[src/rtl/gxb_bringup_seq.sv]
// Transceiver bring-up sequencer: PLL power-down, filtered lock, offset-cancellation calibration,
// GXB power-up and staggered core reset release, with lock-loss recovery, timeouts and re-init.
module gxb_bringup_seq #(
   parameter int unsigned NUM_CH    = 1,
   parameter int unsigned PDOWN_CYC = 1000,
   parameter int unsigned LOCK_FILT = 5000,
   parameter int unsigned TIMEOUT   = 5000000,
   parameter int unsigned STAGGER   = 16,
   parameter int unsigned DEB_CYC   = 500000,
   parameter int unsigned CNT_W     = 8
) (
   input  logic              i_free_50MHz,
   input  logic              i_pcie_rstn,
   input  logic              i_pll_locked,
   input  logic              i_reconfig_busy,
   input  logic              i_btn_reinit_n,
   output logic              o_pll_areset,
   output logic              o_cal_rst,
   output logic              o_gxb_powerdown,
   output logic [NUM_CH-1:0] o_core_rstn,
   output logic              o_fault,
   output logic [1:0]        o_fault_code,
   output logic [CNT_W-1:0]  o_relock_cnt,
   output logic [3:0]        o_leds
);

   localparam int unsigned RelMax = PDOWN_CYC + NUM_CH * STAGGER;
   localparam int unsigned Max1   = (TIMEOUT > DEB_CYC) ? TIMEOUT : DEB_CYC;
   localparam int unsigned Max2   = (Max1 > RelMax) ? Max1 : RelMax;
   localparam int unsigned MaxCyc = (Max2 > LOCK_FILT) ? Max2 : LOCK_FILT;
   localparam int unsigned CW     = $clog2(MaxCyc + 1);

   localparam logic [CW-1:0] PdownLast = CW'(PDOWN_CYC - 1);
   localparam logic [CW-1:0] FiltLast  = CW'(LOCK_FILT - 1);
   localparam logic [CW-1:0] ToLast    = CW'(TIMEOUT - 1);
   localparam logic [CW-1:0] DebLast   = CW'(DEB_CYC - 1);
   localparam logic [CW-1:0] RelLast   = CW'(PDOWN_CYC + (NUM_CH - 1) * STAGGER);

   typedef enum logic [2:0] {
      StPdown, StWaitLock, StCalStart, StCalEnd, StGxbUp, StRun, StFault
   } state_e;

   logic [1:0]        r_rst_sync, r_lock_sync, r_busy_sync, r_btn_sync;
   logic              w_rst_n, w_lock, w_busy, w_btn;
   logic              r_btn_deb, w_press;
   logic [CW-1:0]     r_deb_cnt;
   state_e            r_state, w_state_d;
   logic [CW-1:0]     r_cnt, w_cnt_d, r_filt, w_filt_d;
   logic [1:0]        r_fault_code, w_code_d;
   logic              w_relock_inc, w_restart;
   logic              r_pll_areset, w_pll_d, r_cal_rst, w_cal_d, r_gxb_pd, w_gxb_d, r_fault;
   logic [NUM_CH-1:0] r_core_rstn, w_core_d;
   logic [CNT_W-1:0]  r_relock;

   // Reset asserts asynchronously, releases two clocks after pcie_rstn rises
   always_ff @(posedge i_free_50MHz or negedge i_pcie_rstn) begin
      if (!i_pcie_rstn) r_rst_sync <= 2'b00;
      else              r_rst_sync <= {r_rst_sync[0], 1'b1};
   end
   assign w_rst_n = r_rst_sync[1];

   always_ff @(posedge i_free_50MHz or negedge w_rst_n) begin
      if (!w_rst_n) begin
         r_lock_sync <= 2'b00;
         r_busy_sync <= 2'b00;
         r_btn_sync  <= 2'b11;
         r_btn_deb   <= 1'b1;
         r_deb_cnt   <= '0;
      end else begin
         r_lock_sync <= {r_lock_sync[0], i_pll_locked};
         r_busy_sync <= {r_busy_sync[0], i_reconfig_busy};
         r_btn_sync  <= {r_btn_sync[0], i_btn_reinit_n};
         if (w_btn == r_btn_deb) begin
            r_deb_cnt <= '0;
         end else if (r_deb_cnt == DebLast) begin
            r_btn_deb <= w_btn;
            r_deb_cnt <= '0;
         end else begin
            r_deb_cnt <= r_deb_cnt + 1'b1;
         end
      end
   end

   assign w_lock  = r_lock_sync[1];
   assign w_busy  = r_busy_sync[1];
   assign w_btn   = r_btn_sync[1];
   // Press is the cycle the debounced level falls
   assign w_press = r_btn_deb && !w_btn && (r_deb_cnt == DebLast);

   always_comb begin
      w_state_d    = r_state;
      w_code_d     = r_fault_code;
      w_relock_inc = 1'b0;
      unique case (r_state)
         StPdown: if (r_cnt == PdownLast) w_state_d = StWaitLock;
         StWaitLock: begin
            if (w_lock && r_filt == FiltLast) begin
               w_state_d = StCalStart;
            end else if (r_cnt == ToLast) begin
               w_state_d = StFault;
               w_code_d  = 2'd1;
            end
         end
         StCalStart: begin
            if (!w_lock) begin
               w_state_d    = StPdown;
               w_relock_inc = 1'b1;
            end else if (w_busy) begin
               w_state_d = StCalEnd;
            end else if (r_cnt == ToLast) begin
               w_state_d = StFault;
               w_code_d  = 2'd2;
            end
         end
         StCalEnd: begin
            if (!w_lock) begin
               w_state_d    = StPdown;
               w_relock_inc = 1'b1;
            end else if (!w_busy) begin
               w_state_d = StGxbUp;
            end else if (r_cnt == ToLast) begin
               w_state_d = StFault;
               w_code_d  = 2'd3;
            end
         end
         StGxbUp: begin
            if (!w_lock) begin
               w_state_d    = StPdown;
               w_relock_inc = 1'b1;
            end else if (r_cnt == RelLast) begin
               w_state_d = StRun;
            end
         end
         StRun: begin
            if (!w_lock) begin
               w_state_d    = StPdown;
               w_relock_inc = 1'b1;
            end
         end
         StFault: ;
         default: w_state_d = StPdown;
      endcase
      // A re-init press overrides everything, including a simultaneous lock loss
      if (w_press) begin
         w_state_d    = StPdown;
         w_code_d     = 2'd0;
         w_relock_inc = 1'b0;
      end
      w_restart = w_press || (w_state_d != r_state);
      w_cnt_d   = w_restart ? '0 : ((r_cnt == '1) ? r_cnt : r_cnt + 1'b1);
      w_filt_d  = (!w_restart && r_state == StWaitLock && w_lock) ? r_filt + 1'b1 : '0;
   end

   always_comb begin
      w_pll_d  = 1'b1;
      w_cal_d  = 1'b1;
      w_gxb_d  = 1'b1;
      w_core_d = '0;
      unique case (w_state_d)
         StWaitLock: w_pll_d = 1'b0;
         StCalStart, StCalEnd: begin
            w_pll_d = 1'b0;
            w_cal_d = 1'b0;
         end
         StGxbUp: begin
            w_pll_d = 1'b0;
            w_cal_d = 1'b0;
            w_gxb_d = 1'b0;
            for (int k = 0; k < NUM_CH; k++) begin
               w_core_d[k] = (w_cnt_d >= CW'(PDOWN_CYC + k * STAGGER));
            end
         end
         StRun: begin
            w_pll_d  = 1'b0;
            w_cal_d  = 1'b0;
            w_gxb_d  = 1'b0;
            w_core_d = '1;
         end
         default: ;
      endcase
   end

   always_ff @(posedge i_free_50MHz or negedge w_rst_n) begin
      if (!w_rst_n) begin
         r_state      <= StPdown;
         r_cnt        <= '0;
         r_filt       <= '0;
         r_fault_code <= 2'd0;
         r_relock     <= '0;
         r_pll_areset <= 1'b1;
         r_cal_rst    <= 1'b1;
         r_gxb_pd     <= 1'b1;
         r_core_rstn  <= '0;
         r_fault      <= 1'b0;
      end else begin
         r_state      <= w_state_d;
         r_cnt        <= w_cnt_d;
         r_filt       <= w_filt_d;
         r_fault_code <= w_code_d;
         r_pll_areset <= w_pll_d;
         r_cal_rst    <= w_cal_d;
         r_gxb_pd     <= w_gxb_d;
         r_core_rstn  <= w_core_d;
         r_fault      <= (w_state_d == StFault);
         if (w_relock_inc && r_relock != '1) r_relock <= r_relock + 1'b1;
      end
   end

   assign o_pll_areset    = r_pll_areset;
   assign o_cal_rst       = r_cal_rst;
   assign o_gxb_powerdown = r_gxb_pd;
   assign o_core_rstn     = r_core_rstn;
   assign o_fault         = r_fault;
   assign o_fault_code    = r_fault_code;
   assign o_relock_cnt    = r_relock;
   assign o_leds          = {r_fault, r_core_rstn[0], ~r_cal_rst, ~r_pll_areset};

endmodule

[config.mk]
export PLATFORM = sky130hd
export DESIGN_NAME = gxb_bringup_seq
export DESIGN_NICKNAME = d
export VERILOG_FILES = /design/src/rtl/gxb_bringup_seq.sv
export SDC_FILE = /design/constraint.sdc
export NUM_CORES = 1
export LEC_CHECK = 0
export ABC_CLOCK_PERIOD_IN_PS = 3700
export CORE_MARGIN = 4
export CORE_UTILIZATION = 45
export CTS_CLUSTER_DIAMETER = 120
export DETAILED_ROUTE_END_ITERATION = 6
export HOLD_SLACK_MARGIN = 0.08
export MAX_ROUTING_LAYER = met4
export PLACE_DENSITY = 0.62
export SLEW_MARGIN = 10
export SYNTH_ARGS = -nofsm -noshare
export SYNTH_HDL_FRONTEND = slang
export SYNTH_SLANG_ARGS = --single-unit
export TNS_END_PERCENT = 1
[constraint.sdc]
create_clock -name i_free_50MHz -period 3.7 [get_ports i_free_50MHz]
set_clock_uncertainty 0.15 [all_clocks]
set_input_delay 0.37 -clock i_free_50MHz [delete_from_list [all_inputs] [get_ports i_free_50MHz]]
set_output_delay 0.37 -clock i_free_50MHz [all_outputs]
set_load 0.1 [all_outputs]
==> metrics.cfg <==
[outcome]
status=finished, final reports clean

[global_route]
antenna_found_initial=0
gr-total-overflow=0
grt_pass1_vias=3906
track_usage_pct=17.96
grt_pass1_wl_um=18820
grt_max_degree=46

[power]
sw_frac_of_total_pct=21.23
internal_power_uw=1565
seq_power_share_pct=54.0
p_leak_uw=0.002343
power_density_nw_per_um2=348.8
power_uw=1986
comb_power_share_pct=1.5
peakVddDrop_mv=0.2309
p_switching_uw=421.7
clkPwrFrac_pct=44.5

[clock_tree]
h-tree-depth=3
cts_inserted_buffers=9
cts_setup_buffers=0
clockBufferDepth=2
cts.clk_slew.worst_paths_ps=60
cts_root_buf=clkbuf_16
clk_latency_ps=340
cts_resized=0
cts_num_sinks=96
cts_tree=yes
postCtsHoldBufs=1

[sta]
rsz0062_at_grt=false
min_period_ps=3465
drv_slew=0
slew_headroom_pct=35.24
worst-slew-pin-transition_ps=968.4
setup-tns-final_ps=0
hold_viol_final=0
min_period_over_period_pct=93.66
fmax_ghz=0.2886
setup_viol_count_final=0
hold_ws_ps=188.1

[yosys]
synth-edff-count=0
synth_nets=554
postSynthCellCount=543
yosys_most_used_dff=dfrtp_1
yosysSeqAreaShare_pct=47.43
ys_ff_latch=96
avgSynthCellArea_um2=9.358
synth_area_um2=5081
yosys_warnings=0
ys_types=62
synthArstFlopShare_pct=100.0

[die]
initial_utilization_pct=46.46
fp-row-count=38
ios=24
fp.dieArea_um2=13060
die_x_um=114.3
die_y_um=114.3
coreArea_um2=10940

[setup_path]
path_cells=or4_1 -> or4_4 -> a21o_1 -> a311o_1 -> or3_1 -> or2_1 -> nor2_1
criticalPathCategory=reg -> reg
r2r_cells=7
slowest_stage=or4_4
cp.arrival_ps=3570
reg2reg_to=r_filt[18]
required_ps=3810
max_stage_delay_ps=570
cp_max_fo=23
crit_path_start_kind=flop
rrSetupSlack_ps=230
r2r-start=r_filt[18]
critPathCaptureType=flop

[job]
max-cap-violations=0

[placed_design]
place_congestion=0.8894
dpl.hpwl_um=7292
io_buffers=23

[drt]
num_vias=3888
drc=0
avgRoutedWirePerCell_um=14.76
first_iter_violations=262
wl_um=10380
antenna_left=0
first_pass_iters=5
vias_per_cell=5.531

[cells_and_area]
layout-drive-gt1-share_pct=6.750
area_growth_syn_to_layout_pct=12.07
layout_commonest_cell=nor2_1
diodes=0
utilization_pct=52.07
nets=569
final_cell_mix=nor2_1 (96), dfrtp_1 (89), nand3_1 (41)

[hold_path]
hp-class=reg -> async

-- power by group through the flow --
stage / clock network [uW] / registers (uW) / logic (uW)
5_1_grt: 961 / 1080 / 34.4
3_5_place_dp: 0 / 1090 / 29.8
4_1_cts: 919 / 1070 / 30.7
2_1_floorplan: 0 / 1090 / 12.3
6_report: 884 / 1070 / 29.3
3_3_place_gp: 0 / 1090 / 28.9
-- layer usage --
layer / wire length, um / GRT usage (%) / vias up
met5: 0 / - / -
met4: 65 / 4.751 / 0
met3: 437 / 3.436 / 8
met2: 4890 / 27.60 / 74
met1: 4987 / 24.58 / 1887
li1: - / - / 1919
-- final cells by class --
cell class | count | area (um^2)
Clock buffer | 13 | 260.3
Clock inverter | 3 | 25.02
Fill cell | 1028 | 5241
Inverter | 15 | 56.30
Multi-Input combinational cell | 408 | 2494
Sequential cell | 96 | 2414
Tap cell | 140 | 175.2
Timing Repair Buffer | 28 | 270.3
-- how the worst max path moves through the flow --
stage,startpoint,endpoint,cells after the start
2_1_floorplan,r_filt[18],r_filt[14],10
3_3_place_gp,r_filt[18],r_filt[19],7
3_5_place_dp,r_filt[18],r_filt[18],7
4_1_cts,r_filt[18],r_filt[18],7
5_1_grt,r_filt[13],r_filt[5],8
6_report,r_filt[18],r_filt[18],7
-- registers in the layout, summed over array words and instances (netlist names) --
signal	count
o_fault	1
r_lock_sync	2
r_filt	23
r_rst_sync	2
o_cal_rst	1
r_cnt	23
o_relock_cnt	8
r_btn_sync	2
r_state	3
r_deb_cnt	23
o_pll_areset	1
r_btn_deb	1
r_busy_sync	2
o_fault_code	2
o_gxb_powerdown	1
o_core_rstn	1
-- cells by family (layout without fill, tap and decap cells) --
logic type      after synthesis  after routing  share of synthesized area [%]
compound gates               49             49                          6.698
mux                           5              5                          1.034
simple gates                282            282                          28.59
buf+inv                      39             59                          3.496
other cells                   1              1                        0.07380
xor+xnor                     65             65                          11.20
flops                        96             96                          47.43
fa+ha+maj                     6              6                          1.477
-- cells in the mapped netlist, types with 2 or more instances --
cell type / number / area [um^2]
o22ai_1: 2 / 12.51
nor2_1: 96 / 360.4
nand3_1: 41 / 205.2
and2_1: 5 / 31.28
ha_1: 6 / 75.07
nor4bb_1: 2 / 20.02
nor3_1: 12 / 60.06
nor2b_1: 5 / 31.28
o211ai_1: 4 / 30.03
a21oi_1: 5 / 25.02
nor4b_1: 4 / 35.03
dfrtp_1: 90 / 2252
o31ai_1: 2 / 15.01
xnor2_1: 38 / 332.8
nand2b_1: 3 / 18.77
nand2_1: 33 / 123.9
o21ai_0: 13 / 65.06
mux2i_1: 3 / 30.03
dfstp_2: 6 / 157.7
inv_1: 15 / 56.30
nor2_2: 2 / 12.51
buf_6: 3 / 33.78
or2_2: 2 / 12.51
or3_1: 6 / 37.54
a31o_2: 3 / 26.28
a211oi_1: 2 / 15.01
clkbuf_1: 18 / 67.56
o221ai_1: 2 / 17.52
and4_1: 11 / 96.34
a31oi_1: 2 / 12.51
nand4_1: 18 / 112.6
and3_1: 20 / 125.1
mux2_2: 2 / 22.52
nor4_1: 9 / 56.30
nand4b_1: 4 / 35.03
buf_4: 2 / 15.01
xor2_1: 27 / 236.5
-- critical path, delay by kind of cell (launching register included) --
kind	cells	cell delay, ps
and+or+nand+nor	5	2280
AOI/OAI and AO/OA	2	540
DFF	1	420
-- metrics by stage --
stage / worst slack (ps) / std cells / area, um^2
after floorplan: 488.4 / 543 / 5081
after global placement: 378.1 / 686 / 5399
after detailed placement: 261.3 / 686 / 5399
after CTS: 227.1 / 703 / 5694
after global routing: 104.0 / 703 / 5694
final: 234.7 / 703 / 5694
Note: power is estimated with default switching activity, not from simulation.
